<file path="src/rtl/proc_control.sv">
// Instruction sequencer for the 16-bit datapath: latches IR from din,
// steps T0..T3 and drives bus-mux select plus register load strobes.
module proc_control #(
  parameter int word = 16
) (
  input  logic            clock,
  input  logic            resetn,
  input  logic            run,
  input  logic [word-1:0] din,
  output logic            ir_in,
  output logic [7:0]      r_in,
  output logic            a_in,
  output logic            g_in,
  output logic            addsub,
  output logic [9:0]      select,
  output logic            done,
  output logic [8:0]      ir
);

  typedef enum logic [1:0] {
    T0 = 2'd0,
    T1 = 2'd1,
    T2 = 2'd2,
    T3 = 2'd3
  } state_t;

  state_t state, nxt;

  logic [2:0] op;
  logic [2:0] x;
  logic [2:0] y;
  logic [7:0] xd;
  logic [7:0] yd;
  logic       is_mv;
  logic       is_mvi;
  logic       is_alu;

  assign op     = ir[8:6];
  assign x      = ir[5:3];
  assign y      = ir[2:0];
  assign xd     = 8'b1 << x;
  assign yd     = 8'b1 << y;
  assign is_mv  = (op == 3'b000);
  assign is_mvi = (op == 3'b001);
  assign is_alu = (op[2:1] == 2'b01);

  always_ff @(posedge clock or negedge resetn) begin
    if (!resetn) begin
      state <= T0;
      ir    <= '0;
    end else begin
      state <= nxt;
      if (state == T0 && run)
        ir <= din[word-1 -: 9];
    end
  end

  always_comb begin
    nxt    = state;
    ir_in  = 1'b0;
    r_in   = '0;
    a_in   = 1'b0;
    g_in   = 1'b0;
    addsub = 1'b0;
    select = '0;
    done   = 1'b0;
    unique case (state)
      T0: begin
        ir_in = run;
        if (run)
          nxt = T1;
      end
      T1: begin
        unique case (1'b1)
          is_mv: begin
            select = {yd, 2'b00};
            r_in   = xd;
            done   = 1'b1;
            nxt    = T0;
          end
          is_mvi: begin
            select = 10'h001;
            r_in   = xd;
            done   = 1'b1;
            nxt    = T0;
          end
          is_alu: begin
            select = {xd, 2'b00};
            a_in   = 1'b1;
            nxt    = T2;
          end
          default: begin
            // reserved opcodes retire with no side effects
            done = 1'b1;
            nxt  = T0;
          end
        endcase
      end
      T2: begin
        select = {yd, 2'b00};
        g_in   = 1'b1;
        addsub = op[0];
        nxt    = T3;
      end
      T3: begin
        select = 10'h002;
        r_in   = xd;
        done   = 1'b1;
        nxt    = T0;
      end
      default: nxt = T0;
    endcase
  end

endmodule

</file>
<file path="config.mk">
export PLATFORM = sky130hd
export DESIGN_NAME = proc_control
export DESIGN_NICKNAME = d
export VERILOG_FILES = /design/src/rtl/proc_control.sv
export SDC_FILE = /design/constraint.sdc
export NUM_CORES = 1
export LEC_CHECK = 0
export CAP_MARGIN = 20
export CORE_MARGIN = 5
export CORE_UTILIZATION = 45
export CTS_BUF_LIST = sky130_fd_sc_hd__clkbuf_16
export DETAILED_ROUTE_END_ITERATION = 16
export DONT_BUFFER_PORTS = 1
export GPL_TIMING_DRIVEN = 0
export PLACE_DENSITY = 0.57
export SLEW_MARGIN = 20
export SYNTH_ARGS = -nofsm -noshare
export SYNTH_HDL_FRONTEND = slang
export SYNTH_SLANG_ARGS = --single-unit
</file>
<file path="constraint.sdc">
create_clock -name clock -period 1.7 [get_ports clock]
set_input_delay 0.255 -clock clock [delete_from_list [all_inputs] [get_ports clock]]
set_output_delay 0.255 -clock clock [all_outputs]
set_load 0.01 [all_outputs]
</file>
Yosys cells after proc, flatten, opt, wreduce, memory -nomap -nowiden
Index checks and enable logic that the tools add are counted.

Input port bits: 19. Word-level logic and storage cells: 28. Output and inout port bits: 32. Register bits after elaboration: 11.

Reduce and logical (&&, ||, !) cells: 4. Shift-type cells: 2. Equality and inequality tests: 6. Mux-type cells: 14.

Operator list (number): one-hot mux 10 bit (3 select lines) (2); one-hot mux 8 bit (2 select lines) (1); left shift 1 x 3 -> 8 bit, first input constant (2); two-way mux 8 bit (1); one-hot mux 2 bit (4 select lines) (1); two-way mux 1 bit (6); == test 2 x 1 -> 1 bit, second input constant (2); == test 2 bit, second input constant (2); two-way mux 2 bit (2); == test 3 x 1 -> 1 bit, second input constant (1); zero test 3 bit (1); zero test 2 bit (1); != test 2 bit, second input constant (1); one-hot mux 1 bit (2 select lines) (1); OR reduction 2 bit (1); logical AND 1 bit (1).

Logic depth before layout (Yosys ltp)
Gate-level depths: netlist (run 1).

Depth in word-level cells: 4. Gate-level depth with buffers: 4. Gate-level depth less buffers: 3.

Least setup slack after synthesis (run 1)
OpenSTA, ideal clock, no wires.

Kind: flip-flop to output port. Start: register ir[8]. End: output select[3]. Required time: 1445 ps. Buffers on the path: 1. Setup slack: 167 ps. Data arrival time: 1278 ps. Cell stages (with the launch flop): 4. Cell sequence: dfrtp_1 or3b_1 buf_6 o22ai_1.

Longest elaborated chain between the ends: 3. Elaborated cells between the ends (all ways): 5. Classes of those cells: 2 x eq/ne; 2 x mux; 1 x reduce/logical.

Ends and longest elaborated chain: start: declaration (RTL line 17) `output logic [8:0] ir`; start signal: assignment (RTL line 54) `ir <= din[word-1 -: 9];`; == test 3 x 1 -> 1 bit, or another cell as far along (RTL line 44) `assign is_mvi = (op == 3'b001);`; one-hot mux 10 bit (3 select lines) * (RTL line 74) `unique case (1'b1)`; one-hot mux 10 bit (3 select lines) * (RTL line 67) `unique case (state)`; end: declaration (RTL line 15) `output logic [9:0] select,`.

Every way passes the cells marked *; elsewhere a longest branch is shown, timed or not.

Worst setup path in the final report (run 1)
Start: register ir[7]. End: output select[3].

The elaborated chain is that of the path after synthesis.

==> impl_metrics.sql, run 1 <==
INSERT INTO impl_metrics (metric_group, metric, value, unit) VALUES
('status', 'outcome', 'finished, violations left', ''),
('status', 'violations', 'negative setup slack', ''),
('detailed_routing', 'drt_first_pass_iters', '4', ''),
('cts', 'cts_inserted_buffers', '3', ''),
('floorplanning', 'row_count', '15', ''),
('grt', 'initial_antenna_violation_count', '0', ''),
('setup_path', 'critical_path_class', 'reg2out', ''),
('placement', 'routability_congestion_estimate', '0.8063', ''),
('detailed_routing', 'post_detailed_route_count_of_antenna_violating_nets', '0', ''),
('timing', 'worst_slew_margin_rel', '0.6642', ''),
('layout', 'fin_area', '1140', 'um^2'),
('yosys', 'synthesized_area_per_cell', '9.247', 'um^2'),
('yosys', 'synth_top_family_by_area', 'simple AND/OR/NAND/NOR gates', ''),
('yosys', 'post_synth_mux_area_share', '0.09798', ''),
('yosys', 'synth-async-reset-ratio', '1.000', ''),
('setup_path', 'worst_r2r_path_depth', '3', ''),
('cts', 'clock_sinks', '11', ''),
('timing', 'post_layout_worst_setup_margin', '-0.09405', 'ns'),
('placement', 'post_placement_worst_setup_slack', '0.01437', 'ns'),
('layout', 'final_layout_size_suffix_gt1_frac', '0.5895', ''),
('yosys', 'synth.distinct_cells', '29', ''),
('grt', 'grt_overflow', '0', ''),
('power_and_ir_drop', 'power.static_leakage', '0.3923', 'nW'),
('grt', 'grt_util_all_layers', '0.1743', ''),
('timing', 'final_critical_period', '1.794', 'ns'),
('yosys', 'synthXorXnorAreaFrac', '0', ''),
('yosys', 'simple_gate_fraction_of_synth_area', '0.3173', ''),
('yosys', 'yosys.area_share.adder', '0', ''),
('grt', 'grt_pass1_vias', '707', ''),
('yosys', 'ys.flop_type', 'sky130_fd_sc_hd__dfrtp_1', ''),
('yosys', 'synth_area', '804.5', 'um^2'),
('setup_path', 'regToRegEndpoint', 'ir[1]', ''),
('yosys', 'part_of_the_yosys_area_used_for_sequential_elements', '0.3421', ''),
('timing', 'finalSetupViolations', '9', ''),
('detailed_routing', 'drt-initial-drc-count', '7', ''),
('floorplanning', 'initial_utilization', '0.4711', ''),
('timing', 'timing.final.hold_violations', '0', ''),
('cts', 'cts_tree', 'done', ''),
('cts', 'cts_root_buffer', 'sky130_fd_sc_hd__clkbuf_16', ''),
('yosys', 'synth_enable_flop_cells', '0', ''),
('setup_path', 'endpoint_kind', 'primary output', ''),
('timing', 'tightestPinTransition', '0.5021', 'ns'),
('setup_path', 'start_kind', 'register', ''),
('yosys', 'netlist_instances', '87', ''),
('flow_run', 'maximum_capacitance_violations', '0', ''),
('setup_path', 'timing.critical_path.fanout_max', '8', ''),
('layout', 'layout.cells.most_common_list', 'sky130_fd_sc_hd__nor2_1 (8), sky130_fd_sc_hd__mux2_2 (7), sky130_fd_sc_hd__dfrtp_1 (6)', ''),
('placement', 'port_buffers', '0', ''),
('yosys', 'total_nets_after_synthesis', '106', ''),
('grt', 'grt_start_max_net_pins', '12', ''),
('timing', 'fmax', '0.5574', 'GHz'),
('detailed_routing', 'routed_wire_length_per_instance', '18.48', 'um'),
('yosys', 'synth-compound-area-share', '0.1897', ''),
('worst_hold_path', 'hold_path_class', 'in2reg', ''),
('cts', 'clkSlewWorstSetupHoldPaths', '0.04', 'ns'),
('yosys', 'ys.warnings.count', '0', ''),
('timing', 'grt_setup_unrepaired', 'yes', ''),
('setup_path', 'r2r_setup_slack', '0.26', 'ns'),
('floorplanning', 'design.portCount', '51', ''),
('timing', 'period_utilization', '1.055', ''),
('worst_hold_path', 'hold_path_depth', '2', ''),
('floorplanning', 'die_h', '52.28', 'um'),
('detailed_routing', 'drc_errors', '0', ''),
('layout', 'number_of_diodes', '0', ''),
('power_and_ir_drop', 'power.total', '2.262', 'mW'),
('timing', 'timing.clock.skew', '0.002505', 'ns'),
('setup_path', 'cp.arrival', '1.54', 'ns'),
('floorplanning', 'coreArea', '1708', 'um^2'),
('placement', 'placed_cell_areas', '835.8', 'um^2'),
('cts', 'clock_path_buffers', '2', ''),
('layout', 'finish.net_count', '115', '');
==> critical path, stage by stage, from the launching register on <==
cell and delay (ns):
sky130_fd_sc_hd__dfrtp_2 0.51, sky130_fd_sc_hd__nor4_4 0.40, sky130_fd_sc_hd__a22oi_1 0.18, sky130_fd_sc_hd__o22ai_2 0.21
==> worst max path at each step <==
stage | start | endpoint | slack [ns] | cells past startpoint
6_report | ir[7] | select[3] | -0.09 | 3
4_1_cts | ir[8] | select[0] | -0.08 | 3
3_5_place_dp | ir[7] | select[8] | 0.01 | 3
2_1_floorplan | ir[8] | select[3] | 0.17 | 3
3_3_place_gp | ir[7] | select[8] | 0.03 | 3
5_1_grt | ir[0] | select[3] | -0.15 | 4
==> cells by family after synthesis <==
logic type,after synthesis
simple gates,40
flops,11
compound gates,21
mux,7
buf+inv,8
==> area by class of cell <==
type	instances	area (um^2)
timing repair buffer	4	32.53
fill	139	568.0
multi-input combinational	68	658.1
inverter	2	7.507
clock buffer	3	75.07
sequential	11	281.5
buffer	6	50.05
tap	25	31.28
clock inverter	1	3.754
==> timing repair <==
item | in CTS | in global routing
endpoints found under the setup margin | 12 | 15
setup buffers | 1 | 2
resized for setup | 29 | 18
hold endpoints to repair | 11 | 0
pin swaps | 6 | 6
hold buffers | 1 | 0
==> metal layers <==
layer | up-vias | track usage | part of all wire
met4 | 0 | 0.07660 | 0.0072
met5 | - | 0 | 0
met2 | 30 | 0.2872 | 0.49
li1 | 334 | - | -
met1 | 343 | 0.2056 | 0.42
met3 | 2 | 0.05413 | 0.081
==> registers in the layout, indices dropped and copies added, names as in the netlist, named ones only <==
register / cells
state: 1
ir: 9
==> power by group <==
group | total [mW] | internal, mW | leakage, nW | switching [mW]
Combinational | 1.15 | 0.501 | 0.224 | 0.648
Sequential | 0.697 | 0.395 | 0.126 | 0.302
Clock | 0.416 | 0.308 | 0.0423 | 0.108
==> metrics by stage <==
step | std cells | setup TNS (ns)
CTS | 118 | -0.5155
detailed placement | 112 | 0
global route | 120 | -1.146
finish | 120 | -0.4412
global placement | 112 | 0
floorplan | 87 | 0
==> Yosys cell counts (2+ instances only) <==
master | instances | share of area
sky130_fd_sc_hd__inv_1 | 2 | 0.0093
sky130_fd_sc_hd__nor3_1 | 2 | 0.012
sky130_fd_sc_hd__and2_1 | 2 | 0.016
sky130_fd_sc_hd__o22ai_1 | 6 | 0.047
sky130_fd_sc_hd__mux2_2 | 7 | 0.098
sky130_fd_sc_hd__o32ai_1 | 2 | 0.022
sky130_fd_sc_hd__o21ai_0 | 2 | 0.012
sky130_fd_sc_hd__nor3b_2 | 3 | 0.047
sky130_fd_sc_hd__clkbuf_1 | 3 | 0.014
sky130_fd_sc_hd__o211ai_1 | 2 | 0.019
sky130_fd_sc_hd__nor2b_1 | 4 | 0.031
sky130_fd_sc_hd__nor2_1 | 11 | 0.051
sky130_fd_sc_hd__nand2b_1 | 5 | 0.039
sky130_fd_sc_hd__dfrtp_1 | 11 | 0.34
sky130_fd_sc_hd__a22oi_1 | 6 | 0.056
sky130_fd_sc_hd__nand2_1 | 5 | 0.023
sky130_fd_sc_hd__a32oi_1 | 2 | 0.022
Power figures use the tool's default switching activity.
==> run 2, diff against run 1 <==
--- a/config.mk
+++ b/config.mk
@@ -13,7 +13,6 @@
 export DONT_BUFFER_PORTS = 1
 export GPL_TIMING_DRIVEN = 0
 export PLACE_DENSITY = 0.57
-export SLEW_MARGIN = 20
 export SYNTH_ARGS = -nofsm -noshare
 export SYNTH_HDL_FRONTEND = slang
 export SYNTH_SLANG_ARGS = --single-unit
==> results of run 2 <==
No change in the layout: final DEF, timing and power equal those of run 1.
==> run 3, diff against run 2 <==
--- a/config.mk
+++ b/config.mk
@@ -6,13 +6,12 @@
 export NUM_CORES = 1
 export LEC_CHECK = 0
 export CAP_MARGIN = 20
-export CORE_MARGIN = 5
 export CORE_UTILIZATION = 45
 export CTS_BUF_LIST = sky130_fd_sc_hd__clkbuf_16
 export DETAILED_ROUTE_END_ITERATION = 16
 export DONT_BUFFER_PORTS = 1
 export GPL_TIMING_DRIVEN = 0
-export PLACE_DENSITY = 0.57
+export PLACE_DENSITY = 0.7
 export SYNTH_ARGS = -nofsm -noshare
 export SYNTH_HDL_FRONTEND = slang
 export SYNTH_SLANG_ARGS = --single-unit
==> run 3 against run 2 <==
  * The flow still finishes with violations (negative setup slack)
  * Global-route usage grew 6.0 points
  * Clock power is essentially flat
  * Sequential share of layout area grew 0.19 points
  * Die area shrank 28%
  * Power grew 0.34%
  * Sequential power grew 1%
  * Largest power group unchanged
==> impl_metrics.sql, run 3 (same netlist as run 1, synthesis figures left out) <==
INSERT INTO impl_metrics (metric_group, metric, value, unit) VALUES
('status', 'outcome', 'finished, violations left', ''),
('status', 'violations', 'negative setup slack', ''),
('grt', 'grt_util_all_layers', '0.2340', ''),
('grt', 'wire_length_of_the_first_global_routing_pass', '3325', 'um'),
('timing', 'period_utilization', '1.064', ''),
('layout', 'number_of_diodes', '0', ''),
('timing', 'finalSetupTns', '-0.6794', 'ns'),
('placement', 'port_buffers', '0', ''),
('timing', 'finalSetupViolations', '9', ''),
('setup_path', 'regToRegEndpoint', 'ir[1]', ''),
('timing', 'worst_slew_margin_rel', '0.6755', ''),
('placement', 'post_placement_worst_setup_slack', '0.02961', 'ns'),
('setup_path', 'start_kind', 'register', ''),
('cts', 'cts_tree', 'done', ''),
('placement', 'dpl_hpwl', '1466', 'um'),
('setup_path', 'critical_path_buf_inv_count', '0', ''),
('floorplanning', 'die_h', '44.28', 'um'),
('setup_path', 'timing.critical_path.cells', 'nor4_4, a32oi_2, o22ai_2', ''),
('detailed_routing', 'via_count', '728', ''),
('setup_path', 'timing.critical_path.max_delay_family', 'flip-flops', ''),
('floorplanning', 'coreArea', '1594', 'um^2'),
('detailed_routing', 'drt_first_pass_iters', '4', ''),
('timing', 'final_critical_period', '1.809', 'ns'),
('cts', 'cts_max_level', '1', ''),
('power_and_ir_drop', 'p_switching', '1.060', 'mW'),
('power_and_ir_drop', 'power.static_leakage', '0.3887', 'nW'),
('detailed_routing', 'wl', '2181', 'um'),
('power_and_ir_drop', 'internal_power_consumption', '1.210', 'mW'),
('cts', 'cts_root_buffer', 'sky130_fd_sc_hd__clkbuf_16', ''),
('setup_path', 'cpPeakStageDelay', '0.48', 'ns'),
('grt', 'grt_overflow', '0', ''),
('timing', 'timing.final.hold_violations', '0', ''),
('floorplanning', 'row_count', '14', ''),
('timing', 'timing.clock.skew', '0.002688', 'ns'),
('timing', 'grt_setup_unrepaired', 'yes', ''),
('detailed_routing', 'routed_wire_length_per_instance', '18.48', 'um'),
('detailed_routing', 'drt-initial-drc-count', '11', ''),
('setup_path', 'endpoint_kind', 'primary output', ''),
('cts', 'clkSlewWorstSetupHoldPaths', '0.04', 'ns'),
('detailed_routing', 'post_detailed_route_count_of_antenna_violating_nets', '0', ''),
('floorplanning', 'initial_utilization', '0.5047', ''),
('setup_path', 'regToRegStartpoint', 'state[0]', ''),
('layout', 'final_cell_count_no_fill', '118', ''),
('floorplanning', 'design.portCount', '51', ''),
('floorplanning', 'floorplan.die_area', '1961', 'um^2'),
('layout', 'max_reg_flops', '9', ''),
('worst_hold_path', 'hold_path_class', 'in2reg', ''),
('setup_path', 'critPathSlowestCell', 'sky130_fd_sc_hd__dfrtp_2', ''),
('timing', 'tightestPinTransition', '0.4852', 'ns'),
('setup_path', 'timing.critical_path.fanout_max', '6', ''),
('placement', 'routability_congestion_estimate', '0.7902', ''),
('grt', 'grt_pass1_vias', '686', ''),
('placement', 'post-place-cells', '111', ''),
('floorplanning', 'die_width', '44.28', 'um'),
('detailed_routing', 'vias_per_cell', '6.169', ''),
('grt', 'initial_antenna_violation_count', '0', ''),
('setup_path', 'r2r_setup_slack', '0.27', 'ns'),
('worst_hold_path', 'whs_endpoint', 'ir[5]', ''),
('cts', 'clock_path_buffers', '2', ''),
('worst_hold_path', 'hold_start', 'din[12]', ''),
('power_and_ir_drop', 'p_clk_frac', '0.184', ''),
('power_and_ir_drop', 'pwr-share-seq', '0.310', ''),
('setup_path', 'worst-endpoint-required', '1.44', 'ns'),
('layout', 'register_with_the_highest_flop_count', 'ir', ''),
('layout', 'mostFrequentLayoutCell', 'sky130_fd_sc_hd__nor2_1', ''),
('power_and_ir_drop', 'power_density', '1998', 'nW/um^2'),
('setup_path', 'critical_path_class', 'reg2out', ''),
('power_and_ir_drop', 'power_switching_share', '0.4670', ''),
('detailed_routing', 'drc_errors', '0', ''),
('worst_hold_path', 'hold_path_depth', '2', ''),
('cts', 'insertion_delay', '0.24', 'ns'),
('power_and_ir_drop', 'share_comb_of_total_power', '0.506', ''),
('cts', 'cts_inserted_buffers', '3', ''),
('setup_path', 'worst_r2r_path_depth', '3', ''),
('timing', 'finalMaxSlewViolations', '0', ''),
('layout', 'layout.cells.most_common_list', 'sky130_fd_sc_hd__nor2_1 (11), sky130_fd_sc_hd__mux2_2 (7), sky130_fd_sc_hd__dfrtp_2 (6)', ''),
('setup_path', 'cp.arrival', '1.55', 'ns'),
('timing', 'post_layout_worst_setup_margin', '-0.1094', 'ns'),
('layout', 'layout_top_registers', 'ir x9, state x1', ''),
('flow_run', 'maximum_capacitance_violations', '0', ''),
('layout', 'final_layout_size_suffix_gt1_frac', '0.5638', ''),
('grt', 'grt_start_max_net_pins', '12', ''),
('cts', 'clock_sinks', '11', ''),
('layout', 'finish.net_count', '114', ''),
('layout', 'synthToLayoutAreaGrowth', '41.21', '%'),
('timing', 'fmax', '0.5527', 'GHz'),
('power_and_ir_drop', 'power.ir.vdd_worst', '1345', 'uV');
run 3: final cells by class:
cell class                 count  area [um^2]
buffer                         6        52.55
clock buffer                   3        75.07
clock inverter                 1        3.754
fill                         117        457.9
inverter                       2        7.507
multi-input combinational     68        661.9
sequential                    11        282.8
tap                           24        30.03
timing repair buffer           3        22.52
run 3: what timing repair did:
| item | in CTS | in global routing |
|---|---|---|
| endpoints found under the hold margin | 11 | 0 |
| pin swaps | 6 | 9 |
| gates resized for setup | 36 | 9 |
| buffers inserted | 1 | 1 |
| endpoints found under the setup margin | 12 | 12 |
| hold buffers | 1 | 0 |
run 3: through the flow:
stage                       util  power (mW)  cell area (um^2)  hold WS, ns
after global routing      0.7127       2.391              1136       0.1427
final                     0.7127       2.270              1136       0.1421
after detailed placement  0.5235       1.436             834.6     -0.04045
after CTS                 0.6837       2.176              1090       0.1419
after floorplan                -       1.263             804.5     -0.04059
after global placement    0.5235       1.393             834.6     -0.04038
run 3: worst max path at each step:
stage,start,to,slack (ns),cells past startpoint
after detailed placement,ir[7],select[3],0.03,3
final,ir[1],select[7],-0.11,3
after CTS,ir[8],select[0],-0.07,3
after global routing,ir[1],select[7],-0.15,3
after floorplan,ir[8],select[3],0.17,3
after global placement,ir[7],select[8],0.07,3
run 3: per-layer routing:
layer / global-route usage / vias up / share of wire
li1: - / 337 / -
met1: 0.2850 / 347 / 0.38
met2: 0.3912 / 36 / 0.52
met3: 0.03673 / 8 / 0.069
met4: 0.1333 / 0 / 0.028
met5: 0 / - / 0
run 3: power groups by stage:
stage	Combinational (mW)	Clock, mW	Sequential [mW]
after global placement	0.757	0	0.635
after global routing	1.23	0.434	0.729
after floorplan	0.676	0	0.587
after detailed placement	0.787	0	0.650
final	1.15	0.417	0.704
after CTS	1.06	0.422	0.697
